$ cat config.mk
export PLATFORM = sky130hd
export DESIGN_NAME = wb_retire_unit
export DESIGN_NICKNAME = d
export VERILOG_FILES = /design/src/rtl/wb_retire_unit.sv
export SDC_FILE = /design/constraint.sdc
export NUM_CORES = 1
export LEC_CHECK = 0
export CAP_MARGIN = 20
export CORE_MARGIN = 2
export CORE_UTILIZATION = 49
export DETAILED_ROUTE_END_ITERATION = 8
export GPL_TIMING_DRIVEN = 0
export PLACE_DENSITY = 0.81
export SYNTH_ARGS = -nofsm -noshare
export SYNTH_HDL_FRONTEND = slang
export SYNTH_SLANG_ARGS = --single-unit
$ cat constraint.sdc
create_clock -name clk -period 2.8 [get_ports clk]
set_input_delay 0.7 -clock clk [delete_from_list [all_inputs] [get_ports clk]]
set_output_delay 0.7 -clock clk [all_outputs]
set_load 0.05 [all_outputs]
$ cat src/rtl/wb_retire_unit.sv
// Writeback/retire stage: registers the M-stage instruction and produces the
// register-file write port (with load extraction) and a retired-instruction count.
module wb_retire_unit #(
   parameter int XLEN  = 32,
   parameter int CNT_W = 64
) (
   input  logic             clk,
   input  logic             rst,
   input  logic             stallW,
   input  logic             flushW,
   input  logic             validM,
   input  logic             reg_wrM,
   input  logic [4:0]       rd_addrM,
   input  logic [1:0]       sel_ldM,
   input  logic [2:0]       funct3M,
   input  logic [XLEN-1:0]  resultM,
   input  logic [XLEN-1:0]  dm_rdM,
   input  logic [XLEN-1:0]  PCp4M,
   output logic             rf_weW,
   output logic [4:0]       rf_waW,
   output logic [XLEN-1:0]  rf_wdW,
   output logic             validW,
   output logic [CNT_W-1:0] instret
);

   localparam logic [2:0] F3_LB  = 3'b000;
   localparam logic [2:0] F3_LH  = 3'b001;
   localparam logic [2:0] F3_LBU = 3'b100;
   localparam logic [2:0] F3_LHU = 3'b101;

   localparam logic [1:0] SEL_PC4  = 2'b01;
   localparam logic [1:0] SEL_LOAD = 2'b10;

   logic             r_valid;
   logic             r_regWr;
   logic [4:0]       r_rdAddr;
   logic [1:0]       r_selLd;
   logic [2:0]       r_funct3;
   logic [1:0]       r_lsb;
   logic [XLEN-1:0]  r_result;
   logic [XLEN-1:0]  r_dmRd;
   logic [XLEN-1:0]  r_pcp4;
   logic [CNT_W-1:0] r_instret;

   logic [7:0]       w_byte;
   logic [15:0]      w_half;
   logic [XLEN-1:0]  w_loadData;

   // Flush only needs to kill valid and the write request; stall freezes everything,
   // including the retire counter.
   always_ff @(posedge clk) begin
      if (rst) begin
         r_valid   <= 1'b0;
         r_regWr   <= 1'b0;
         r_rdAddr  <= '0;
         r_selLd   <= '0;
         r_funct3  <= '0;
         r_lsb     <= '0;
         r_result  <= '0;
         r_dmRd    <= '0;
         r_pcp4    <= '0;
         r_instret <= '0;
      end else if (flushW) begin
         r_valid <= 1'b0;
         r_regWr <= 1'b0;
      end else if (!stallW) begin
         r_valid  <= validM;
         r_regWr  <= reg_wrM;
         r_rdAddr <= rd_addrM;
         r_selLd  <= sel_ldM;
         r_funct3 <= funct3M;
         r_lsb    <= resultM[1:0];
         r_result <= resultM;
         r_dmRd   <= dm_rdM;
         r_pcp4   <= PCp4M;
         if (validM) begin
            r_instret <= r_instret + CNT_W'(1);
         end
      end
   end

   // Misaligned halves are not trapped here: lsb[0] is simply ignored.
   always_comb begin
      w_byte = r_dmRd[7:0];
      case (r_lsb)
         2'd1:    w_byte = r_dmRd[15:8];
         2'd2:    w_byte = r_dmRd[23:16];
         2'd3:    w_byte = r_dmRd[31:24];
         default: w_byte = r_dmRd[7:0];
      endcase
      w_half = r_lsb[1] ? r_dmRd[31:16] : r_dmRd[15:0];
   end

   always_comb begin
      w_loadData = r_dmRd;
      case (r_funct3)
         F3_LB:   w_loadData = {{(XLEN-8){w_byte[7]}}, w_byte};
         F3_LBU:  w_loadData = {{(XLEN-8){1'b0}}, w_byte};
         F3_LH:   w_loadData = {{(XLEN-16){w_half[15]}}, w_half};
         F3_LHU:  w_loadData = {{(XLEN-16){1'b0}}, w_half};
         default: w_loadData = r_dmRd;
      endcase
   end

   always_comb begin
      rf_wdW = r_result;
      case (r_selLd)
         SEL_PC4:  rf_wdW = r_pcp4;
         SEL_LOAD: rf_wdW = w_loadData;
         default:  rf_wdW = r_result;
      endcase
   end

   // x0 is hardwired to zero, so writes to it never reach the register file.
   assign rf_weW  = r_valid & r_regWr & (r_rdAddr != 5'd0);
   assign rf_waW  = r_rdAddr;
   assign validW  = r_valid;
   assign instret = r_instret;

endmodule

==> reports/results.tsv, run 1 <==
metric	value	unit
result of the run	finished with violations	
failing checks	setup timing	
clock tree from TritonCTS	done	
share of the clock period used by the worst path after layout	101	%
number of enable flip-flop cells after synthesis	0	
number of port buffers	213	
share of total power in combinational logic	13.9	%
global-route congestion overflow total	0	
Synthesized Nets	1160	
Die Span Y	131	um
number of clock sinks seen by CTS	172	
net switching power	0.00157	W
antenna violations before repair	1	
largest cells by area after synthesis	sky130_fd_sc_hd__dfxtp_1 44%, sky130_fd_sc_hd__nand2_1 14%, sky130_fd_sc_hd__a21oi_1 9.6%, sky130_fd_sc_hd__nor2_1 3.3%, sky130_fd_sc_hd__clkbuf_1 3.1%	
global placement routability congestion	0.987	
Clock Pin Slew Worst Setup and Hold Paths	0.06	ns
via count of the first global-routing pass	7836	
total length of routed wires	26000	um
total of flip-flops plus latches after synthesis	172	
Tmin final	2.84	ns
cell taking the most area after synthesis	sky130_fd_sc_hd__dfxtp_1	
DR DRC count	0	
Root Driver	sky130_fd_sc_hd__clkbuf_16	
starting utilization of the core area	49.8	%
count of final hold-check violations	0	
number of instances in the synthesized netlist	1045	
htree depth	4	
vias per cell	5.65	
insertion delay of the later-clocked pin in the worst-skew pair	0.43	ns
detailed placer's ending HPWL	19300	um
die width	131	um
share of synthesized area occupied by flip-flops and latches	43.7	%
Top Ports	215	
worst r2r src	instret[29]	
hold-fix buffers at CTS	0	
drt first pass iters	5	
number of distinct library cell variants in the gate-level netlist after synthesis	46	
Worst setup EP type	primary output	
Internal Pwr Total	0.00428	W
maximum buffer depth of the clock tree	2	
average wire length per cell after detail routing	17.1	um
post-route cell area	11500	um^2
cell chain of the critical path	mux2_4 -> nor2_4 -> o41ai_4 -> buf_6 -> o221ai_2 -> o211ai_1 -> buf_4	
area of the mapped netlist	7890	um^2
Hold WS	0.456	ns
primary flip-flop cell chosen by synthesis mapping	sky130_fd_sc_hd__dfxtp_1	
fin. max-slew vios	0	
CP Max Fanout	8	
VDD IR-drop max	430	uV
RSZ-0062 raised after global routing	yes	
area inside the core boundary	15800	um^2
max-cap viol count	0	
part of the total power dissipated in the clock network	42.0	%
slowest cell delay on critical path	0.39	ns
arrival time reported for the critical path endpoint	2.14	ns
sequential share of power	44.1	%
Tot GR Track Use	29.6	%
most repeated cell in the gate-level netlist after synthesis	sky130_fd_sc_hd__nand2_1	
power consumption	0.00585	W
most common library cells after synthesis	292 x sky130_fd_sc_hd__nand2_1, 172 x sky130_fd_sc_hd__dfxtp_1, 151 x sky130_fd_sc_hd__a21oi_1	
largest net degree at the start of global routing	17	
final setup violating endpoints	16	
Crit. Startpoint	r_result[1]	
detailed router's first-iteration violation count	679	
highest clock rate	352	MHz
Row Count	46	
standard cell with the maximum stage delay on the critical path	sky130_fd_sc_hd__dfxtp_4	
static leakage	3.82	nW
type of origin of the critical path	register	
via count	8560	
area share of the largest cell type after synthesis	43.7	%
Area Growth Syn to Fin	45.7	%
path type of the worst min-delay path	register to register	
final setup TNS	-0.328	ns
residual antenna-violating net count after detailed routing	0	
post-route clock skew	0.00892	ns
transition at the pin with the smallest max-transition slack	0.663	ns
wire length of the first global-routing pass	39400	um
minimum setup slack in the final design	-0.0416	ns
Max-Slew Margin vs Limit	55.8	%
Yosys warning total	0	
switching part of the total	26.8	%
area enclosed by the die boundary	17100	um^2
data required time of the worst path	2.10	ns
async set-or-reset flop fraction in the synthesized netlist	0	%
mean instance size in the synthesized netlist	7.55	um^2
# nets final	1401	
placement-stage cell area	10400	um^2
clock buffer count from CTS	17	
power density over the cells	509	nW/um^2
worst hold path startpoint	r_pcp4[16]	
fraction of layout instances using a drive strength above 1	13.1	%
Setup Crit Path Kind	register to primary output	
through the flow:
stage               setup slack (ns)  instances  util, %
floorplan                     -0.276       1045        -
global placement               -1.03       1474     65.6
detailed placement             -1.04       1474     65.6
CTS                         -0.00687       1510     71.4
global route                 -0.0846       1516     72.6
finish                       -0.0416       1516     72.6
what timing repair did:
action / in CTS / in global routing
endpoints found under the setup margin: 43 / 54
setup buffers: 7 / 4
pin swaps: 14 / 14
cloned: 0 / 1
gates resized for setup: 276 / 37
power by group through the flow:
stage	clock [W]	sequential (W)	combinational, W
6_report	0.00246	0.00258	0.000813
5_1_grt	0.00258	0.00258	0.000866
4_1_cts	0.00248	0.00257	0.000784
3_5_place_dp	0	0.00262	0.000741
3_3_place_gp	0	0.00262	0.000734
2_1_floorplan	0	0.00262	0.000400
routing by layer:
metal	global-route usage, %	vias up	share of wire (%)
li1	-	4130	-
met1	36.9	4004	41
met2	50.1	369	48
met3	6.76	57	8.7
met4	11.5	0	3.1
met5	0	-	0
critical path: cells and delay by family, from the launching register on:
family / cells / cell delay [ns]
and+or+nand+nor: 1 / 0.04
buffers and inverters: 2 / 0.46
AOI/OAI and AO/OA: 3 / 0.58
DFF: 1 / 0.39
muxes: 1 / 0.26
state kept, by name, summed over array words and instances (netlist names):
| name | cells |
|---|---|
| instret | 64 |
| r_dmRd | 32 |
| r_funct3 | 3 |
| r_lsb | 1 |
| r_pcp4 | 32 |
| r_regWr | 1 |
| r_result | 31 |
| r_selLd | 2 |
| rf_waW | 5 |
| validW | 1 |
path summary, 6_finish.rpt:
kind | to | slack, ns | depth (start not counted)
hold / removal | r_pcp4[16] | 0.46 | 2
setup reg to reg | instret[59] | 0.31 | 7
setup / recovery | rf_wdW[9] | -0.04 | 7
hold reg to reg | r_pcp4[16] | 0.46 | 2
cell usage in the layout, fill, tap and decap left out, drive strengths merged, types with 20 or more instances in the layout:
cell type	instances
a21oi	151
buf	53
clkbuf	77
clkdlybuf4s50	180
dfxtp	172
nand2	293
nand3	22
nand4	28
nor2	71
o21ai	25
o221ai	28
or4	20
kinds of logic after synthesis:
group | Yosys count | share of synthesized area (%)
AOI/OAI and AO/OA | 240 | 17.8
buffers and inverters | 86 | 4.31
DFF | 172 | 43.7
and+or+nand+nor | 503 | 28.9
xor gates and xnor gates | 28 | 3.11
muxes | 13 | 1.74
adders and majority gates | 3 | 0.476
area by class of cell:
cell class / instances / area [um^2]
well taps: 216 / 270
fillers: 1248 / 4330
multi-input cells: 787 / 4500
plain buffers: 69 / 347
inverters: 14 / 57.6
clock buffers: 17 / 425
clock inverters: 15 / 189
diodes: 1 / 2.50
flip-flops and latches: 172 / 3450
repair buffers: 225 / 2250
Note: power is estimated with default switching activity, not from simulation.
==> run 2: changes to the inputs <==
- CORE_UTILIZATION: 49 -> 44
- MAX_ROUTING_LAYER: not set -> met4
- PLACE_DENSITY: 0.81 -> 0.77
- clock period: 2.8 -> 2.3 ns (I/O delays scaled with it)
==> reports/results.tsv, run 2 (same netlist as run 1, synthesis figures left out) <==
metric	value	unit
Min-Delay Path Depth	2	
power density over the cells	597	nW/um^2
count of final hold-check violations	0	
VDD IR-drop max	553	uV
static leakage	4.33	nW
path type of the worst min-delay path	register to register	
die width	138	um
Top Ports	215	
Root Driver	sky130_fd_sc_hd__clkbuf_16	
RSZ-0062 raised after global routing	yes	
via count	8643	
Worst setup EP type	primary output	
via count of the first global-routing pass	8003	
residual antenna-violating net count after detailed routing	0	
detailed placer's ending HPWL	19900	um
Setup Crit Path Kind	register to primary output	
insertion delay of the later-clocked pin in the worst-skew pair	0.43	ns
R2R depth	6	
fraction of layout instances using a drive strength above 1	20.2	%
detailed router's first-iteration violation count	576	
final setup violating endpoints	32	
hold-fix buffers at CTS	0	
htree depth	4	
data required time of the worst path	1.73	ns
final std cells w/o fill	1551	
number of flip-flops in the largest register	64	
post-route clock skew	0.0103	ns
# nets final	1426	
Area Growth Syn to Fin	55.8	%
instance count after placement with tap cells included	1483	
vias per cell	5.57	
largest net degree at the start of global routing	17	
Die Span Y	138	um
Tmin final	2.76	ns
starting utilization of the core area	45.3	%
share of the clock period used by the worst path after layout	120	%
failing checks	setup timing	
fill cell total of the finished layout	1368	
CP Max Fanout	8	
Max-Slew Margin vs Limit	58.3	%
Hold WS	0.457	ns
transition at the pin with the smallest max-transition slack	0.619	ns
global placement routability congestion	0.953	
area inside the core boundary	17400	um^2
number of port buffers	213	
arrival time reported for the critical path endpoint	2.18	ns
clock tree from TritonCTS	done	
antenna violations before repair	2	
type of origin of the critical path	register	
Tot GR Track Use	29.2	%
max-cap viol count	0	
register-to-register path setup slack	0.07	ns
Reg-to-Reg End	instret[62]	
number of clock sinks seen by CTS	172	
highest clock rate	363	MHz
total length of routed wires	27600	um
Clock Pin Slew Worst Setup and Hold Paths	0.07	ns
minimum setup slack in the final design	-0.458	ns
average wire length per cell after detail routing	17.8	um
drt first pass iters	5	
global-route congestion overflow total	0	
area enclosed by the die boundary	19000	um^2
Row Count	48	
worst r2r src	instret[18]	
worst min-delay path endpoint	r_pcp4[2]	
wire length of the first global-routing pass	41500	um
commonest non-fill, non-tap cell in the layout	sky130_fd_sc_hd__nand2_1	
clock buffer count from CTS	17	
fin. max-slew vios	0	
result of the run	finished with violations	
DR DRC count	0	
maximum buffer depth of the clock tree	2	
worst hold path startpoint	r_pcp4[2]	
most frequent cells in the layout	291 x sky130_fd_sc_hd__nand2_1, 162 x sky130_fd_sc_hd__clkdlybuf4s50_1, 145 x sky130_fd_sc_hd__a21oi_1	
==> run 2: cell count changes in the layout (fill, tap and decap cells not counted), moves of 7 or more <==
cell and delta:
sky130_fd_sc_hd__buf_4 +15, sky130_fd_sc_hd__buf_6 +10, sky130_fd_sc_hd__clkbuf_8 +8, sky130_fd_sc_hd__clkdlybuf4s50_1 -18, sky130_fd_sc_hd__dfxtp_1 -40, sky130_fd_sc_hd__dfxtp_2 +18, sky130_fd_sc_hd__dfxtp_4 +22, sky130_fd_sc_hd__dlymetal6s2s_1 +11
sky130_fd_sc_hd__o21ai_0 -7, sky130_fd_sc_hd__o221ai_2 -9, sky130_fd_sc_hd__o221ai_4 +10
==> run 2: metal layers <==
metal | vias to the layer above | track usage (%) | wire length, um
met5 | - | - | 0
met4 | 0 | 9.75 | 778
met3 | 58 | 6.91 | 2230
met2 | 328 | 47.2 | 13200
met1 | 4056 | 36.1 | 11400
li1 | 4201 | - | -
==> run 2: worst max path at each step <==
| stage | from | endpoint | slack [ns] | cells past startpoint |
|---|---|---|---|---|
| after floorplan | stallW | instret[61] | -0.01 | 7 |
| after global placement | flushW | instret[61] | -0.96 | 8 |
| after detailed placement | flushW | instret[49] | -1.02 | 8 |
| after CTS | r_result[1] | rf_wdW[9] | -0.48 | 7 |
| after global routing | r_result[1] | rf_wdW[11] | -0.53 | 7 |
| final | r_result[1] | rf_wdW[11] | -0.46 | 7 |
==> run 2: worst max-delay path, stage by stage (launching register included) <==
cell                       delay [ns]
sky130_fd_sc_hd__dfxtp_4         0.37
sky130_fd_sc_hd__mux2i_2         0.18
sky130_fd_sc_hd__and2_4          0.16
sky130_fd_sc_hd__o41ai_4         0.28
sky130_fd_sc_hd__buf_6           0.18
sky130_fd_sc_hd__o221ai_1        0.11
sky130_fd_sc_hd__o211ai_1        0.19
sky130_fd_sc_hd__buf_4           0.27
==> run 2: what timing repair did <==
item / in CTS / in global routing
resized for setup: 328 / 55
endpoints found under the setup margin: 161 / 109
hold endpoints to repair: 0 / 0
gates cloned: 3 / 0
pin swaps: 31 / 14
setup buffers: 31 / 6
==> run 2: where the power goes <==
part	internal [W]	leakage, nW	switching [W]	total (W)
logic	0.000466	2.59	0.000607	0.00107
clock network	0.00187	0.306	0.00128	0.00315
registers	0.00304	1.43	0.0000756	0.00312
total	0.00538	4.33	0.00196	0.00734
==> run 2: cell type report <==
type / count / area (um^2) / share of cell area [%]
antenna: 2 / 5.00 / 0.0407
buffer: 67 / 425 / 3.46
clock buffer: 18 / 439 / 3.57
clock inverter: 14 / 206 / 1.68
inverter: 14 / 66.3 / 0.540
multi-input combinational: 787 / 4780 / 38.9
sequential: 172 / 3560 / 28.9
tap: 225 / 282 / 2.29
timing repair buffer: 252 / 2520 / 20.5
==> run 2: stage by stage <==
| stage | total power [W] | setup slack (ns) | utilization, % | area [um^2] | TNS [ns] |
|---|---|---|---|---|---|
| after floorplan | 0.00372 | -0.0131 | - | 8420 | -0.0470 |
| after global placement | 0.00413 | -0.964 | 62.2 | 10800 | -98.46 |
| after detailed placement | 0.00414 | -1.02 | 62.2 | 10800 | -105.70 |
| after CTS | 0.00734 | -0.482 | 69.4 | 12100 | -11.56 |
| after global routing | 0.00758 | -0.528 | 70.6 | 12300 | -13.62 |
| final | 0.00734 | -0.458 | 70.6 | 12300 | -11.89 |
==> edit 1: new RTL, config.mk and constraints of run 1 <==
Change the parameter `XLEN` from 32 to 64.
--- a/src/rtl/wb_retire_unit.sv
+++ b/src/rtl/wb_retire_unit.sv
@@ -2,5 +2,5 @@
 // register-file write port (with load extraction) and a retired-instruction count.
 module wb_retire_unit #(
-   parameter int XLEN  = 32,
+   parameter int XLEN  = 64,
    parameter int CNT_W = 64
 ) (
Ports: changed (resized PCp4M, dm_rdM, resultM and rf_wdW); port bits go from 215 to 343. No check against the original RTL was run, so the function may have changed too.
==> edit 1 against run 1 <==
The run still ends with negative setup slack left; final area is 58% higher; critical path depth is 1 higher; die area increased by 50%; sequential cell count is 96 higher; area after synthesis increased by 51%; non-clock buffer count rose by 191; register-to-register slack worse by 0.08 ns; wire length up 93%; first-iteration DRC count increased by 86%; setup slack worse by 0.36 ns; power up 66%.
==> edit 1: results <==
group,metric,value,unit
yosys,syn_nets,1821,
setup_path,critPathArrivalTime,2.50,ns
setup_path,critical_path.top_delay_family,"compound AO/OA/AOI/OAI gates",
sta,max-slew-margin-rel,0.469,
power_and_ir_drop,ir_drop,0.000359,V
sta,fin_ws,-0.403,ns
placed_design,dpl.hpwl,36000,um
power_and_ir_drop,power.leakage,6.27,nW
worst_hold_path,worst_hold_path_type,"flop to flop",
clocking,path_clk_slew,0.06,ns
placed_design,gp_congestion,0.975,
placed_design,port_buffers,341,
placed_design,dp_cells,2275,
clocking,cts-buffers-inserted,28,
sta,setup_viol,64,
yosys,synthFlopType,"dfxtp_1",
global_route,antenna_found_initial,1,
global_route,first_global_vias,13400,
setup_path,crit_path_max_fanout,11,
global_route,grt_max_degree,14,
drt,routed_via_density,5.87,
yosys,ys_seq_area_frac,0.450,
yosys,synthTopCellsByArea,"dfxtp_1 (45%), nand2_1 (17%), a21oi_1 (10%)",
placed_design,place_area,16200,um^2
drt,drt-initial-drc-count,1264,
drt,routed_wirelength,50200,um
outcome,failed_checks,"negative setup slack",
setup_path,worst_path_max_delay_cell,"o41ai_4",
finish,drive_gt1_frac,0.138,
sta,skew,0.00633,ns
drt,first_pass_iters,6,
drt,post_drt_wl_per_cell,21.4,um
clocking,insertion_delay,0.55,ns
yosys,post_synth_num_cell_types,48,
yosys,yosys-top-cells-count,"nand2_1 (549), dfxtp_1 (268), a21oi_1 (246)",
yosys,synth_warnings,0,
setup_path,cpPeakStageDelay,0.40,ns
sta,fin_tns_setup,-19.88,ns
yosys,syn_avg_cell_area,7.41,um^2
global_route,grt_pass1_wl,74700,um
clocking,h-tree-depth,1,
finish,fillers,1845,
sta,hold_viol_final,0,
outcome,status,"finished, violations left",
finish,layout.nets,2212,
clocking,cts_max_path_buffers,3,
global_route,grt_usage,0.372,
sta,slew_violations,0,
clocking,root_buffer,"clkbuf_16",
yosys,async_flop_share,0,
## edit 1: report_power, final
| group | internal, mW | switching [mW] | total, mW |
|---|---|---|---|
| Combinational | 0.624 | 0.895 | 1.52 |
| Sequential | 3.95 | 0.102 | 4.05 |
| Clock | 2.54 | 1.60 | 4.14 |
## edit 1: worst paths after layout
kind / from / to / slack, ns / cells past startpoint
setup / recovery: r_result[1] / rf_wdW[18] / -0.40 / 8
hold / removal: r_dmRd[34] / r_dmRd[34] / 0.46 / 2
setup reg to reg: instret[12] / instret[60] / 0.23 / 6
hold reg to reg: r_dmRd[34] / r_dmRd[34] / 0.46 / 2
## edit 1: timing repair
| item | CTS | global route |
|---|---|---|
| setup endpoints to repair | 65 | 90 |
| hold buffers | 0 | 0 |
| resized for setup | 551 | 54 |
| gates cloned | 2 | 1 |
| buffers inserted | 11 | 10 |
| pin swaps | 19 | 30 |
## edit 1: metrics by stage
| step | worst slack, ns | total power [mW] | hold slack [ns] |
|---|---|---|---|
| 2_1_floorplan | -0.177 | 4.82 | 0.434 |
| 6_report | -0.403 | 9.71 | 0.456 |
| 4_1_cts | -0.457 | 9.63 | 0.456 |
| 3_5_place_dp | -1.27 | 5.49 | 0.447 |
| 3_3_place_gp | -1.29 | 5.47 | 0.442 |
| 5_1_grt | -0.412 | 9.94 | 0.469 |
## edit 1: area by class of cell
| class | instances | area (um^2) | share of cell area |
|---|---|---|---|
| Timing Repair Buffer | 364 | 3700 | 0.204 |
| Clock buffer | 38 | 840 | 0.0463 |
| Tap cell | 324 | 405 | 0.0224 |
| Sequential cell | 268 | 5380 | 0.297 |
| Inverter | 15 | 63.8 | 0.00352 |
| Multi-Input combinational cell | 1203 | 6910 | 0.381 |
| Antenna cell | 2 | 5.00 | 0.000276 |
| Buffer | 121 | 636 | 0.0351 |
| Clock inverter | 11 | 183 | 0.0101 |
## edit 1: worst reg2reg max path: stages, from the launching register on
cell and delay [ns]:
dfxtp_1 0.46, nand4_2 0.34, nor4_4 0.46, nand4_1 0.32
clkbuf_1 0.33, or4_1 0.45, a21oi_1 0.15
## edit 1: logic make-up (layout without fill, tap and decap cells)
family	count (synthesis)	in the layout	synth area share
XOR/XNOR	29	29	0.0213
buffers and inverters	139	549	0.0452
AND/OR/NAND/NOR	792	792	0.288
flip-flops	268	268	0.450
adder cells (fa/ha/maj)	3	3	0.00315
other	0	2	0
multiplexers	12	12	0.0109
AO/OA/AOI/OAI	367	367	0.182
## edit 1: metal layers
| metal | share of wire | vias to the layer above | global-route usage |
|---|---|---|---|
| met4 | 0.057 | 0 | 0.177 |
| li1 | - | 6294 | - |
| met1 | 0.37 | 6497 | 0.440 |
| met2 | 0.47 | 796 | 0.639 |
| met3 | 0.10 | 175 | 0.0857 |
| met5 | 0 | - | 0 |
==> edit 2: new RTL, settings of run 1 <==
Made on the original files. Make the reset (`rst`) asynchronous in one clocked block.
--- a/src/rtl/wb_retire_unit.sv
+++ b/src/rtl/wb_retire_unit.sv
@@ -49,5 +49,5 @@
    // Flush only needs to kill valid and the write request; stall freezes everything,
    // including the retire counter.
-   always_ff @(posedge clk) begin
+   always_ff @(posedge clk or posedge rst) begin
       if (rst) begin
          r_valid   <= 1'b0;
Function: differs if rst is asserted again (counterexample within 4 cycles, from zero or initial values and one cycle with rst high); with rst held inactive, the same outputs for 4 cycles.
==> edit 2 against run 1 <==
The run still ends with negative setup slack left; synthesized cell count fell by 31%; setup slack lost 0.17 ns; sequential cell count did not move; die area up 4.3%; critical path depth stayed put; count of clock-buffer cells in the layout is 5 higher; sequential share of layout area increased by 5.6 points; via count is 21% lower; final cell count shrank 21%; area after synthesis increased by 4.4%; wire length decreased by 10%; final area increased by 5.2%; largest cell class is now flip-flops and latches.
Power is not compared: it rests on default switching activity, and its combinational part moved more than twofold at a synthesized area within 25%.
==> edit 2: results <==
group,metric,value,unit
setup_path,worst_path_max_delay_cell,"dfrtp_2",
sta,hold_slack,0.470,ns
yosys,ys_seq_area_frac,0.523,
finish,largest_register_ffs,64,
yosys,synth_adder_area_share,0.00456,
finish,drive_gt1_frac,0.313,
yosys,yosys-top-cells-count,"dfrtp_1 (172), mux2_2 (112), nand2_1 (63)",
global_route,grt_usage,0.259,
setup_path,startpoint,"r_lsb[0]",
global_route,grt_max_degree,41,
placed_design,gp_congestion,0.926,
outcome,status,"finished, violations left",
drt,drt-initial-drc-count,429,
setup_path,regToRegStartpoint,"instret[0]",
sta,skew,0.00796,ns
placed_design,pre_cts_ws,-0.887,ns
yosys,post_synth_num_cell_types,44,
global_route,antenna_found_initial,0,
setup_path,r2r_slack,0.56,ns
finish,fillers,1090,
sta,max-slew-margin-rel,0.396,
yosys,async_flop_share,1.00,
worst_hold_path,hold_start,"instret[63]",
sta,fin_ws,-0.208,ns
sta,fin_tns_setup,-3.95,ns
finish,layout.nets,1077,
yosys,syn_nets,832,
sta,setup_viol,29,
drt,post_drt_wl_per_cell,19.5,um
setup_path,cpPeakStageDelay,0.46,ns
placed_design,port_buffers,214,
placed_design,dpl.hpwl,16400,um
drt,first_pass_iters,5,
yosys,synth.area.mux_share,0.156,
outcome,failed_checks,"negative setup slack",
finish,diodes,0,
drt,routed-via-count,6730,
global_route,first_global_vias,6798,
yosys,synth_compound_area_frac,0.0763,
global_route,grt_pass1_wl,35800,um
yosys,synthTopCellsByArea,"dfrtp_1 (52%), mux2_2 (15%), xnor2_1 (3.9%)",
yosys,synth-xor-area-share,0.0670,
## edit 2: changes by cell type in the layout (fill, tap and decap cells not counted), moves of 19 or more
cell	change
nand2_1	-230
dfxtp_1	-167
a21oi_1	-138
nor2_1	-44
dfrtp_1	+168
xnor2_1	+22
clkbuf_1	-36
or4_1	-19
mux2_2	+106
## edit 2: where the power goes
| group | internal (mW) | switching [mW] | leakage, nW | total, mW |
|---|---|---|---|---|
| Sequential | 2.75 | 0.259 | 2.13 | 3.01 |
| Clock | 1.50 | 0.968 | 0.302 | 2.47 |
| Combinational | 1.20 | 1.61 | 2.55 | 2.81 |
| Total | 5.44 | 2.84 | 4.98 | 8.28 |
## edit 2: repair_timing
item,CTS,global route
setup buffers,6,6
gates resized for setup,264,79
pin swaps,10,14
gates cloned,1,0
endpoints found under the setup margin,53,52
hold buffers,0,0
## edit 2: layer usage
metal	wire length, um	GRT usage	part of all wire	up-vias
li1	-	-	-	3069
met1	9370	0.328	0.40	3307
met2	11700	0.434	0.50	290
met3	1430	0.0578	0.061	64
met4	748	0.103	0.032	0
met5	0	0	0	-
## edit 2: cell families after synthesis
family          Yosys count
fa+ha+maj                 3
xor+xnor                 63
buf+inv                  47
compound gates           98
flops                   172
mux                     114
simple gates            220
## edit 2: worst paths after layout
| path | to | cells after the start |
|---|---|---|
| max | rf_wdW[13] | 7 |
| min reg2reg | instret[63] | 1 |
| min | instret[63] | 1 |
| max in group asynchronous | instret[58] | 4 |
| max reg2reg | instret[56] | 6 |
| min in group asynchronous | rf_waW[1] | 2 |
## edit 2: area by class of cell
cell class,instances,share of cell area
clock buffer,22,0.0401
inverter,11,0.00373
tap,220,0.0228
buffer,31,0.0156
clock inverter,10,0.0114
sequential,172,0.356
multi-input combinational,498,0.349
timing repair buffer,231,0.201
## edit 2: through the flow
step | instances | cell area, um^2
after floorplan | 717 | 8350
after global placement | 1151 | 10800
after detailed placement | 1155 | 10900
after CTS | 1190 | 11700
after global routing | 1195 | 12100
final | 1195 | 12100
